$ cat config.mk
export PLATFORM = sky130hd
export DESIGN_NAME = fb_pixel_writer
export DESIGN_NICKNAME = d
export VERILOG_FILES = /design/src/rtl/fb_pixel_writer.sv
export SDC_FILE = /design/constraint.sdc
export NUM_CORES = 1
export LEC_CHECK = 0
export ABC_AREA = 1
export ABC_CLOCK_PERIOD_IN_PS = 2200
export BUFFER_PORTS_ARGS = -buffer_cell sky130_fd_sc_hd__buf_2
export CAP_MARGIN = 10
export CORE_ASPECT_RATIO = 0.7
export CORE_UTILIZATION = 58
export CTS_CLUSTER_SIZE = 40
export DETAILED_ROUTE_END_ITERATION = 10
export PLACE_DENSITY = 0.84
export SLEW_MARGIN = 30
export SYNTH_ARGS = -nofsm -noshare
export SYNTH_HDL_FRONTEND = slang
export SYNTH_SLANG_ARGS = --single-unit
$ cat constraint.sdc
create_clock -name clk -period 2.2 [get_ports clk]
set_input_delay 0.44 -clock clk [delete_from_list [all_inputs] [get_ports clk]]
set_output_delay 0.44 -clock clk [all_outputs]
set_load 0.005 [all_outputs]
$ cat src/rtl/fb_pixel_writer.sv
// fb_pixel_writer: clips drawer pixels, maps them to linear addresses and queues framebuffer writes (optional clip counter: FB_WRITER_CLIP_CNT_EN)
module fb_pixel_writer #(
    parameter int CORDW  = 16,
    parameter int COLRW  = 4,
    parameter int WIDTH  = 320,
    parameter int HEIGHT = 180,
    parameter int ADDRW  = 16,
    parameter int DEPTH  = 4
) (
    input  logic                    clk,
    input  logic                    rst_n,
    input  logic signed [CORDW-1:0] x,
    input  logic signed [CORDW-1:0] y,
    input  logic                    drawing,
    input  logic [COLRW-1:0]        colr,
    output logic                    oe,
    output logic                    fb_we,
    output logic [ADDRW-1:0]        fb_addr,
    output logic [COLRW-1:0]        fb_colr,
    input  logic                    fb_ready,
    input  logic                    clear,
    output logic                    idle,
    output logic                    overflow,
    output logic [15:0]             clip_cnt
);
    localparam int PW = $clog2(DEPTH);
    localparam int CW = PW + 1;
    localparam logic signed [CORDW-1:0] W_S = CORDW'(WIDTH);
    localparam logic signed [CORDW-1:0] H_S = CORDW'(HEIGHT);

    logic                   stage_valid_q, stage_valid_d;
    logic [ADDRW-1:0]       stage_addr_q, stage_addr_d;
    logic [COLRW-1:0]       stage_colr_q, stage_colr_d;
    logic [ADDRW-1:0]       mem_addr_q [DEPTH];
    logic [ADDRW-1:0]       mem_addr_d [DEPTH];
    logic [COLRW-1:0]       mem_colr_q [DEPTH];
    logic [COLRW-1:0]       mem_colr_d [DEPTH];
    logic [PW-1:0]          wr_ptr_q, wr_ptr_d, rd_ptr_q, rd_ptr_d;
    logic [CW-1:0]          cnt_q, cnt_d;
    logic                   overflow_q, overflow_d;
    logic                   in_range, pop, full, push;

    always_comb begin
        in_range      = drawing && !x[CORDW-1] && !y[CORDW-1] && x < W_S && y < H_S;
        pop           = cnt_q != '0 && fb_ready;
        full          = cnt_q == CW'(DEPTH);
        push          = stage_valid_q && (!full || pop);
        stage_valid_d = in_range;
        stage_addr_d  = in_range ? ADDRW'(y) * ADDRW'(WIDTH) + ADDRW'(x) : stage_addr_q;
        stage_colr_d  = in_range ? colr : stage_colr_q;
        mem_addr_d    = mem_addr_q;
        mem_colr_d    = mem_colr_q;
        if (push) begin
            mem_addr_d[wr_ptr_q] = stage_addr_q;
            mem_colr_d[wr_ptr_q] = stage_colr_q;
        end
        wr_ptr_d      = wr_ptr_q + PW'(push);
        rd_ptr_d      = rd_ptr_q + PW'(pop);
        cnt_d         = cnt_q + CW'(push) - CW'(pop);
        // a full FIFO that pops this edge still has room for the stage entry
        overflow_d    = !clear && (overflow_q || (stage_valid_q && full && !pop));
    end

    always_ff @(posedge clk or negedge rst_n) begin
        if (!rst_n) begin
            stage_valid_q <= 1'b0;
            stage_addr_q  <= '0;
            stage_colr_q  <= '0;
            mem_addr_q    <= '{default: '0};
            mem_colr_q    <= '{default: '0};
            wr_ptr_q      <= '0;
            rd_ptr_q      <= '0;
            cnt_q         <= '0;
            overflow_q    <= 1'b0;
        end else begin
            stage_valid_q <= stage_valid_d;
            stage_addr_q  <= stage_addr_d;
            stage_colr_q  <= stage_colr_d;
            mem_addr_q    <= mem_addr_d;
            mem_colr_q    <= mem_colr_d;
            wr_ptr_q      <= wr_ptr_d;
            rd_ptr_q      <= rd_ptr_d;
            cnt_q         <= cnt_d;
            overflow_q    <= overflow_d;
        end
    end

    assign oe       = cnt_q + CW'(stage_valid_q) <= CW'(DEPTH - 2);
    assign fb_we    = cnt_q != '0;
    assign fb_addr  = mem_addr_q[rd_ptr_q];
    assign fb_colr  = mem_colr_q[rd_ptr_q];
    assign idle     = !stage_valid_q && cnt_q == '0;
    assign overflow = overflow_q;

`ifdef FB_WRITER_CLIP_CNT_EN
    logic [15:0] clip_cnt_q, clip_cnt_d;

    always_comb
        clip_cnt_d = clear ? '0
                   : (drawing && !in_range && clip_cnt_q != 16'hFFFF) ? clip_cnt_q + 16'd1
                   : clip_cnt_q;

    always_ff @(posedge clk or negedge rst_n) begin
        if (!rst_n) clip_cnt_q <= '0;
        else        clip_cnt_q <= clip_cnt_d;
    end

    assign clip_cnt = clip_cnt_q;
`else
    assign clip_cnt = '0;
`endif
endmodule

==> results.toml <==
[route]
routed.top_layer = "met4"
wl_met2_um = 7190
avgRoutedWirePerCell_um = 16.1
vias = 5317
drt-initial-drc-count = 615
drc = 0
vias_per_cell = 5.70
drt-total-wl_um = 15000
route.met3.wl_um = 1250
dr.pass1.iters = 5
wl_met1_um = 6220
ant_nets = 0

[sta]
final-max-slew-violation-count = 0
hold_viol = 0
period_share_pct = 107
fmax_mhz = 423
setup_viol_count_final = 4
min_period_ns = 2.36
finClkSkew_ns = 0.00567
rsz0062_at_grt = "true"
tns_ns = -0.426
setup_ws_ns = -0.162

[placed_design]
portBuffers = 64
place.gp.congestion = 0.917
hpwl_um = 9810
post-place-ws_ns = -0.542

[logic_synthesis]
synthAdderAreaFrac_pct = 6.97
synth_xor_area_share_pct = 2.53
synthMuxAreaShare_pct = 0
synth_area_um2 = 5890
syn_inst = 712
ys_types = 34
yosys.area_share.simple_pct = 17.8
synth_seq_cells = 109
synth_top_family_by_area = "simple AND/OR/NAND/NOR gates"
yosysSeqAreaShare_pct = 46.3
synth_compound_area_share_pct = 17.0
yosysWarnings = 0
syn_area_per_cell_um2 = 8.27

[floorplan]
core_area_um2 = 9800
rows = 30
start_util_pct = 60.1
die_area_um2 = 10600
chipWidth_um = 122
die_h_um = 86.3
boundaryPins = 81

[global_route]
grt_max_degree = 41
grt_antenna_before_repair = 0
overflow = 0
track_usage_pct = 28.5
grt_pass1_vias = 5022
grt_pass1_wl_um = 23300

[final_layout]
syn2layout_area_growth_pct = 21.0
antenna_cells = 0
nFillCells = 672
multi_input_area_um2 = 2930
nets = 873
layout-drive-gt1-share_pct = 22.4
seq_area_um2 = 2730

[setup_path]
critPathLaunchType = "primary input"
regToRegSetupSlack_ns = 0.16
crit_arrival_ns = 2.61
crit_type = "primary input to register"
critical_path.endpoint_type = "register"
cp.required_ns = 2.44
cp_max_fo = 3

[run_status]
violations = "setup timing"
outcome = "finished, violations left"

[clock_network]
clkSinkCount = 109
cts.clk_slew.worst_paths_ns = 0.07
cts-root-buf = "clkbuf_16"
postCtsHoldBufs = 0
cts_max_level = 3
clk_path_buf_depth = 2
cts_tree = "yes"
clock_latency_ns = 0.35
cts_buffers = 9

[pwr]
p_leak_nw = 3.57
powerDensity_nw_per_um2 = 887
peakVddDrop_v = 0.000538

[hold_path]
min_path_type = "primary input to asynchronous set/reset pin"

[run]
cap_viol_max_count = 0
[where the power goes]
part | leakage [nW] | internal [mW] | switching [mW] | total, mW
registers | 1.43 | 2.08 | 0.0764 | 2.16
clock network | 0.147 | 0.991 | 0.726 | 1.72
logic | 1.99 | 1.03 | 1.42 | 2.45
total | 3.57 | 4.10 | 2.22 | 6.32
[worst paths after layout]
path,depth (start not counted),endpoint,start
max in group asynchronous,2,mem_addr_q[50],rst_n
worst min-delay path,1,mem_addr_q[8],rst_n
worst max register to register,8,cnt_q[2],cnt_q[1]
worst max-delay path,14,stage_addr_q[15],y[2]
min in group clk,3,stage_addr_q[1],x[1]
worst min register to register,2,mem_colr_q[4],mem_colr_q[4]
[state kept, by name (all words and copies together) (netlist names)]
register       count
wr_ptr_q           2
stage_addr_q      16
mem_colr_q        16
cnt_q              3
mem_addr_q        64
rd_ptr_q           2
overflow           1
stage_colr_q       4
stage_valid_q      1
[metrics by stage]
stage	area [µm²]	instances	total power [mW]	utilization (%)	hold WS [ns]
floorplan	6030	727	3.49	-	0.144
global placement	6540	912	4.26	66.8	0.396
detailed placement	6540	912	4.35	66.8	0.404
CTS	6950	930	6.14	70.9	0.0290
global route	7130	933	6.66	72.7	0.0472
finish	7130	933	6.32	72.7	0.0216
[cell usage in the layout, fill, tap and decap left out, drive strengths merged]
master	Yosys	routed
a21oi	9	9
dfrtp	109	109
nor3b	1	1
buf	35	110
o21a	20	20
o21bai	4	4
nand3	24	24
nor3	1	1
o21ba	1	1
clkinv	1	3
conb	1	16
xor2	10	10
inv	69	68
clkinvlp	0	3
o22ai	20	20
nand2	159	159
nand4	5	5
nor2	69	69
xnor2	7	7
fa	3	3
clkbuf	12	9
nand3b	1	1
a21o	1	1
a31oi	1	1
o21ai	120	120
or2	1	1
ha	28	28
bufinv	0	2
[what timing repair did]
item                                    4_1_cts  5_1_grt
gates resized for setup                      17       31
setup buffers                                 3        4
endpoints found under the setup margin        6        5
cloned                                        0        0
pin swaps                                    23       16
[worst max-delay path: stages]
cell	delay, ns
buf_8	0.10
ha_4	0.25
buf_6	0.12
fa_2	0.40
buf_6	0.13
xor2_1	0.13
ha_1	0.34
nand2_2	0.12
nor2_4	0.14
nand3_1	0.09
nand3_1	0.12
nand3_1	0.08
nand3_1	0.08
nand2_1	0.05
[kinds of logic after synthesis]
group,count (synthesis)
flip-flops,109
buffers and inverters,117
AND/OR/NAND/NOR,261
AO/OA/AOI/OAI,176
XOR/XNOR,17
adder cells (fa/ha/maj),31
other,1
[layer usage]
layer | GRT usage [%] | vias to the layer above
li1 | - | 2463
met2 | 46.2 | 282
met1 | 37.4 | 2516
met3 | 6.64 | 56
met4 | 10.6 | 0
met5 | 0 | -
[synth_stat cells]
| cell type | count | area (µm²) |
|---|---|---|
| nand2_1 | 158 | 593 |
| dfrtp_1 | 109 | 2730 |
| o21ai_0 | 103 | 515 |
| inv_1 | 68 | 255 |
| nor2_1 | 68 | 255 |
| ha_1 | 28 | 350 |
| nand3_1 | 24 | 120 |
| buf_4 | 21 | 158 |
| o21a_1 | 20 | 150 |
| o22ai_1 | 20 | 125 |
| buf_2 | 12 | 60.1 |
| clkbuf_1 | 12 | 45.0 |
| o21ai_1 | 10 | 50.1 |
| xor2_1 | 10 | 87.6 |
| a21oi_1 | 9 | 45.0 |
| o21ai_2 | 7 | 61.3 |
| xnor2_1 | 7 | 61.3 |
| nand4_1 | 4 | 25.0 |
| o21bai_1 | 4 | 30.0 |
| fa_1 | 3 | 60.1 |
| buf_6 | 2 | 22.5 |
| a21o_1 | 1 | 7.51 |
| a31oi_1 | 1 | 6.26 |
| clkinv_2 | 1 | 5.00 |
| conb_1 | 1 | 3.75 |
| inv_2 | 1 | 3.75 |
| nand2_2 | 1 | 6.26 |
| nand3b_1 | 1 | 7.51 |
| nand4_2 | 1 | 12.5 |
| nor2_2 | 1 | 6.26 |
| nor3_2 | 1 | 10.0 |
| nor3b_1 | 1 | 7.51 |
| o21ba_2 | 1 | 10.0 |
| or2_2 | 1 | 6.26 |
[final cells by class]
| cell class | count | area share [%] |
|---|---|---|
| clock buffers | 9 | 3.16 |
| flip-flops and latches | 109 | 38.3 |
| inverters | 70 | 3.76 |
| clock inverters | 6 | 1.25 |
| well taps | 128 | 2.25 |
| repair buffers | 110 | 10.2 |
| multi-input cells | 501 | 41.1 |
(Power assumes the default switching activity.)
